--- config.mk ---
export PLATFORM = sky130hd
export DESIGN_NAME = mem_port_arbiter
export DESIGN_NICKNAME = d
export VERILOG_FILES = /design/src/rtl/mem_port_arbiter.sv
export SDC_FILE = /design/constraint.sdc
export NUM_CORES = 1
export LEC_CHECK = 0
export ABC_AREA = 1
export CORE_MARGIN = 1.5
export CORE_UTILIZATION = 35
export CTS_CLUSTER_SIZE = 24
export DETAILED_ROUTE_END_ITERATION = 8
export GPL_ROUTABILITY_DRIVEN = 0
export PLACE_DENSITY = 0.87
export SETUP_SLACK_MARGIN = 0.2
export SYNTH_ARGS = -nofsm -noshare
export SYNTH_HDL_FRONTEND = slang
export SYNTH_SLANG_ARGS = --single-unit
export TNS_END_PERCENT = 100
--- constraint.sdc ---
create_clock -name clk -period 2.7 [get_ports clk]
set_input_delay 0.405 -clock clk [delete_from_list [all_inputs] [get_ports clk]]
set_output_delay 0.405 -clock clk [all_outputs]
set_load 0.01 [all_outputs]
--- src/rtl/mem_port_arbiter.sv ---
// Arbitrates one unified memory port between instruction fetch and the MEM stage.
// MEM has priority; a completing requester hands the bus straight to the waiting one.
module mem_port_arbiter #(
  parameter int          ADDR_W    = 32,
  parameter int          DATA_W    = 32,
  parameter logic [2:0]  IF_RWTYPE = 3'b010
) (
  input  logic              clk,
  input  logic              rst,
  input  logic              if_req,
  input  logic [ADDR_W-1:0] if_addr,
  input  logic              if_kill,
  output logic              if_valid,
  output logic [DATA_W-1:0] if_rdata,
  input  logic              mem_req,
  input  logic              mem_we,
  input  logic [2:0]        mem_rwtype,
  input  logic [ADDR_W-1:0] mem_addr,
  input  logic [DATA_W-1:0] mem_wdata,
  output logic              mem_valid,
  output logic [DATA_W-1:0] mem_rdata,
  output logic              stall_if,
  output logic              stall_mem,
  output logic              bus_req,
  output logic              bus_we,
  output logic [2:0]        bus_rwtype,
  output logic [ADDR_W-1:0] bus_addr,
  output logic [DATA_W-1:0] bus_wdata,
  input  logic              bus_ready,
  input  logic [DATA_W-1:0] bus_rdata,
  output logic [1:0]        dbg_state
);

  typedef enum logic [1:0] {
    IDLE     = 2'd0,
    BUSY_IF  = 2'd1,
    BUSY_MEM = 2'd2
  } state_t;

  state_t state, state_nx;
  logic   killed, killed_nx;
  logic   load_if, load_mem;
  logic   if_done, mem_done;

  // Handshake: requesters hold req (and fields) until their valid strobe; a bus
  // transaction completes on a rising edge where bus_req & bus_ready, and
  // bus_ready is ignored while bus_req is low.
  assign if_done  = (state == BUSY_IF)  & bus_ready;
  assign mem_done = (state == BUSY_MEM) & bus_ready;

  always_comb begin
    state_nx  = state;
    killed_nx = killed;
    load_if   = 1'b0;
    load_mem  = 1'b0;
    case (state)
      IDLE: begin
        if (mem_req) begin
          state_nx = BUSY_MEM;
          load_mem = 1'b1;
        end else if (if_req & ~if_kill) begin
          state_nx = BUSY_IF;
          load_if  = 1'b1;
        end
      end
      BUSY_IF: begin
        if (bus_ready) begin
          killed_nx = 1'b0;
          if (mem_req) begin
            state_nx = BUSY_MEM;
            load_mem = 1'b1;
          end else begin
            state_nx = IDLE;
          end
        end else if (if_kill) begin
          killed_nx = 1'b1;
        end
      end
      BUSY_MEM: begin
        if (bus_ready) begin
          if (if_req & ~if_kill) begin
            state_nx = BUSY_IF;
            load_if  = 1'b1;
          end else begin
            state_nx = IDLE;
          end
        end
      end
      default: state_nx = IDLE;
    endcase
  end

  always_ff @(posedge clk or posedge rst) begin
    if (rst) begin
      state      <= IDLE;
      killed     <= 1'b0;
      bus_req    <= 1'b0;
      bus_we     <= 1'b0;
      bus_rwtype <= 3'b000;
      bus_addr   <= '0;
      bus_wdata  <= '0;
    end else begin
      state   <= state_nx;
      killed  <= killed_nx;
      bus_req <= (state_nx != IDLE);
      if (load_mem) begin
        bus_we     <= mem_we;
        bus_rwtype <= mem_rwtype;
        bus_addr   <= mem_addr;
        bus_wdata  <= mem_wdata;
      end else if (load_if) begin
        bus_we     <= 1'b0;
        bus_rwtype <= IF_RWTYPE;
        bus_addr   <= if_addr;
        bus_wdata  <= '0;
      end
    end
  end

  // A killed fetch still finishes on the bus but never reports to IF.
  assign if_valid  = if_done & ~killed & ~if_kill;
  assign mem_valid = mem_done;
  assign if_rdata  = if_valid  ? bus_rdata : '0;
  assign mem_rdata = mem_valid ? bus_rdata : '0;
  assign stall_if  = if_req  & ~if_valid;
  assign stall_mem = mem_req & ~mem_valid;
  assign dbg_state = state;

endmodule

After elaboration in Yosys (flattened, before gate mapping)
Index checks and enable logic that the tools add are counted.
W data, S select, Z words.
{"block": "totals", "regBits": 72, "latchBits": 0, "ram_bits": 0, "rom_bits": 0, "input_bits": 138, "out_inout_bits": 139, "wordCells": 51, "memories": 0}
{"block": "op_classes", "add_sub_neg": 0, "n_mul": 0, "div_mod_pow": 0, "n_lt_le_gt_ge": 0, "n_eq_ne": 2, "n_shift": 0, "n_mux": 26, "bitwise": 11, "reduce_logical": 5}
{"cell": "$mux W32", "n": 6}
{"cell": "$mux W1", "n": 10}
{"cell": "$mux W2", "n": 5}
{"cell": "$and A1 B1 Y1", "n": 7}
{"cell": "$mux W3", "n": 2}
{"cell": "$pmux W2 S3", "n": 1}
{"cell": "$reduce_bool A2 Y1", "n": 3}
{"cell": "$not A1 Y1", "n": 4}
{"cell": "$pmux W1 S2", "n": 2}
{"cell": "$eq A2 B1 Y1 const B", "n": 1}
{"cell": "$eq A2 B2 Y1 const B", "n": 1}
{"cell": "$logic_not A2 Y1", "n": 1}
{"cell": "$reduce_and A2 Y1", "n": 1}

Depth between registers and ports, before layout
{"block": "logic_depth", "depth_word": 7, "depth_mapped": 9, "ltp_nobuf": 7}

Worst setup path after synthesis
No wires, ideal clock.
{"block": "synth_timing", "path_kind": "register to output", "from": "register state[1], in the netlist dbg_state[1]", "to": "output if_rdata[10]", "arrival_ps": 1342, "t_required_ps": 2295, "path_slack_ps": 953, "stages_incl_launch_ff": 7, "path_buffers": 1, "cell_sequence": "dfrtp_1 > inv_1 > nand3_1 > nor2_1 > inv_2 > buf_2 > nor2_1"}
{"block": "synth_between", "elab_chain_len": 5}
{"element": "start, declared", "line": "40", "rtl": "state_t state, state_nx;"}
{"element": "start signal, assigned", "line": "103", "rtl": "state <= state_nx;"}
{"element": "$eq A2 B1 Y1", "line": "48", "rtl": "assign if_done = (state == BUSY_IF) & bus_ready;"}
{"element": "$and A1 B1 Y1", "line": "48"}
{"element": "$and A1 B1 Y1 (2 in a row)", "line": "121", "rtl": "assign if_valid = if_done & ~killed & ~if_kill;"}
{"element": "net if_valid", "line": "13", "rtl": "output logic if_valid,"}
{"element": "$mux W32", "line": "123", "rtl": "assign if_rdata = if_valid ? bus_rdata : '0;"}
{"element": "end, declared", "line": "14", "rtl": "output logic [DATA_W-1:0] if_rdata,"}
The timed path passes the listed nets, and every way through them passes these cells.

Worst setup path after layout
{"block": "layout_timing", "from": "input if_kill", "to": "output stall_if"}
{"block": "layout_between", "elab_chain_len": 4}
{"element": "start, declared", "line": "12", "rtl": "input logic if_kill,"}
{"element": "$not A1 Y1", "line": "121"}
{"element": "$and A1 B1 Y1", "line": "121"}
{"element": "$not A1 Y1", "line": "125", "rtl": "assign stall_if = if_req & ~if_valid;"}
{"element": "$and A1 B1 Y1", "line": "125"}
{"element": "end, declared", "line": "22", "rtl": "output logic stall_if,"}
No other way between the ends.

==> results.tsv <==
metric	value	unit
htreeDepth	3	
synth-seq-cells	72	
cts_made_buffers	9	
p_leak	3.53	nW
ys.flop_type	dfrtp_1	
max_cap_viol_count	0	
io_buffers	276	
wl_met3	978	um
post-route-util	66.1	%
wl_met2	7070	um
async_reset_ff_share	100	%
stdcell_area	6920	sq um
wire_per_inst	14.4	um
top_layer_used	met4	
antenna_found_initial	0	
setup_violations	0	
synth_common_cells	nand2_1, nand3_1, nor2_1	
cts.clk_slew.worst_paths	90	ps
syn_area	3810	sq um
hold_viol	0	
cp_slowest_stage_delay	570	ps
worst_slew_pin_slew	654	ps
cts_tree	done	
fin_crit	2400	ps
nets	945	
post-route-drc-count	0	
first_global_vias	4186	
critPathSlowestCell	clkdlybuf4s50_1	
routed_via_density	4.65	
grt_overflow_total	0	
insertion_delay	340	ps
fp.coreArea	10500	sq um
drive_gt1_share	5.42	%
ir_worst_vdd	0.000331	V
cts.sinks	72	
slew_headroom	56.4	%
syn-num-nets	684	
avgSynthCellArea	6.98	sq um
hold_class	in -> async	
grt_first_pass_wirelength	20800	um
cpLargestDelayFamily	buffers and inverters	
grt_use_total	23.1	%
endpoint_kind	output pin	
drt_iter0_drc	292	
synth_edf_count	0	
fill_cells	891	
clock_skew	13.7	ps
status	finished, final reports clean	
synth-seq-area-share	47.3	%
rows	37	
timing.fmax	416	MHz
final.setup.tns	0	ps
synth_cells	546	
cts_root_buffer	clkbuf_8	
die_height	107	um
first_pass_iters	4	
yosysMostFrequentCell	nand2_1	
path_buf_inv	5	
ff2ff_setup_slack	1020	ps
clockBufferDepth	2	
ant_nets	0	
rsz0062_at_grt	no	
crit_type	in -> out	
num_io_pins	277	
synthTopCellsByArea	dfrtp_1, nand2_1, nand3_1, nor2_1, inv_1	
min_period_over_period	89.0	%
syn2layout_area_growth	81.6	%
path_cells	clkdlybuf4s50_1 > inv_1 > nand2_1 > nor2_4 > buf_4 > buf_4 > nor2_1 > clkdlybuf4s50_1	
crit_arrival	2000	ps
die_w	107	um
grt_start_max_net_pins	69	
synth.top_cell.area_share	47.3	%
critPathMaxFanout	3	
pre_cts_slack	70.2	ps
ys_types	16	
setup_ws	297	ps
powerDensity	656	nW/um^2
start_kind	input port	
crit_required	2300	ps
antenna_cells	0	
hpwl	10200	um
wl_met1	5210	um
ys_warn_count	0	
routed_wl	13600	um
vias	4406	
placed_area	6620	sq um
yosysTopAreaCell	dfrtp_1	
initial_core_util	36.4	%
drv_slew	0	
die_area	11500	sq um
worst reg2reg max path, cell delays in order (launching register included):
cell and delay (ps):
dfrtp_1 520, nand2_2 130, nand2_4 100, buf_4 460
nand2_1 180, nand2_1 90, nand2_1 50, nand2_1 80
registers in the layout (all words and copies together) (netlist names):
| signal | flops |
|---|---|
| bus_wdata | 32 |
| bus_req | 1 |
| bus_rwtype | 3 |
| dbg_state | 2 |
| bus_we | 1 |
| bus_addr | 32 |
| killed | 1 |
layer usage:
layer / GRT usage [%] / vias up
li1: - / 2199
met1: 25.5 / 1988
met2: 42.4 / 191
met3: 5.51 / 28
met4: 9.02 / 0
met5: 0 / -
repair_timing:
action                     CTS  global route
setup buffers                0             2
setup endpoints to repair   64            63
resized for setup            5            19
hold buffers                 0             0
hold endpoints to repair     0             0
pin swaps                    0             1
cells by family after synthesis:
kind of cell,after synthesis,synth area share (%)
AND/OR/NAND/NOR,391,42.5
buffers and inverters,81,9.98
flip-flops,72,47.3
AO/OA/AOI/OAI,2,0.262
cell usage in the layout, fill, tap and decap left out, types with 3 or more instances in the layout:
cell,synthesis,routed
dlymetal6s2s_1,0,8
nand2_1,208,207
inv_1,41,40
nor2_4,1,3
nor2_1,74,68
clkbuf_8,0,9
dfrtp_1,72,71
nor2_2,0,4
nand2_2,4,4
nand3_1,103,102
buf_4,7,8
clkdlybuf4s50_1,0,267
report_power, final:
part	leakage (nW)	total (W)	switching (W)	internal (W)
Combinational	2.52	0.00198	0.000904	0.00108
Sequential	0.902	0.00161	0.000191	0.00142
Clock	0.108	0.000948	0.000421	0.000527
Total	3.53	0.00454	0.00152	0.00302
cell type report:
type	instances	area (sq um)	share of cell area, %
clock buffer	10	128	1.84
clock inverter	6	92.6	1.34
inverter	45	180	2.60
multi-input combinational	393	1670	24.1
sequential	72	1800	26.1
tap	136	170	2.46
timing repair buffer	286	2880	41.6
through the flow:
stage          total power (W)  std cells  hold WS [ps]
6_report               0.00454        948           482
5_1_grt                0.00483        948           504
4_1_cts                0.00458        946           483
3_5_place_dp           0.00362        930           486
3_3_place_gp           0.00357        930           479
2_1_floorplan          0.00244        546           481
worst paths after layout:
| check | end | cells after the start | startpoint |
|---|---|---|---|
| setup / recovery | stall_if | 8 | if_kill |
| min in group clk | bus_wdata[9]$_DFFE_PP0P_ | 2 | bus_wdata[9]$_DFFE_PP0P_ |
| hold / removal | bus_rwtype[2]$_DFFE_PP0P_ | 2 | rst |
| setup reg to reg | bus_addr[3]$_DFFE_PP0P_ | 7 | dbg_state[0]$_DFF_PP0_ |
| hold reg to reg | bus_wdata[9]$_DFFE_PP0P_ | 2 | bus_wdata[9]$_DFFE_PP0P_ |
| max in group asynchronous | dbg_state[1]$_DFF_PP0_ | 3 | rst |
No activity file was read; power rests on OpenSTA's default activity.
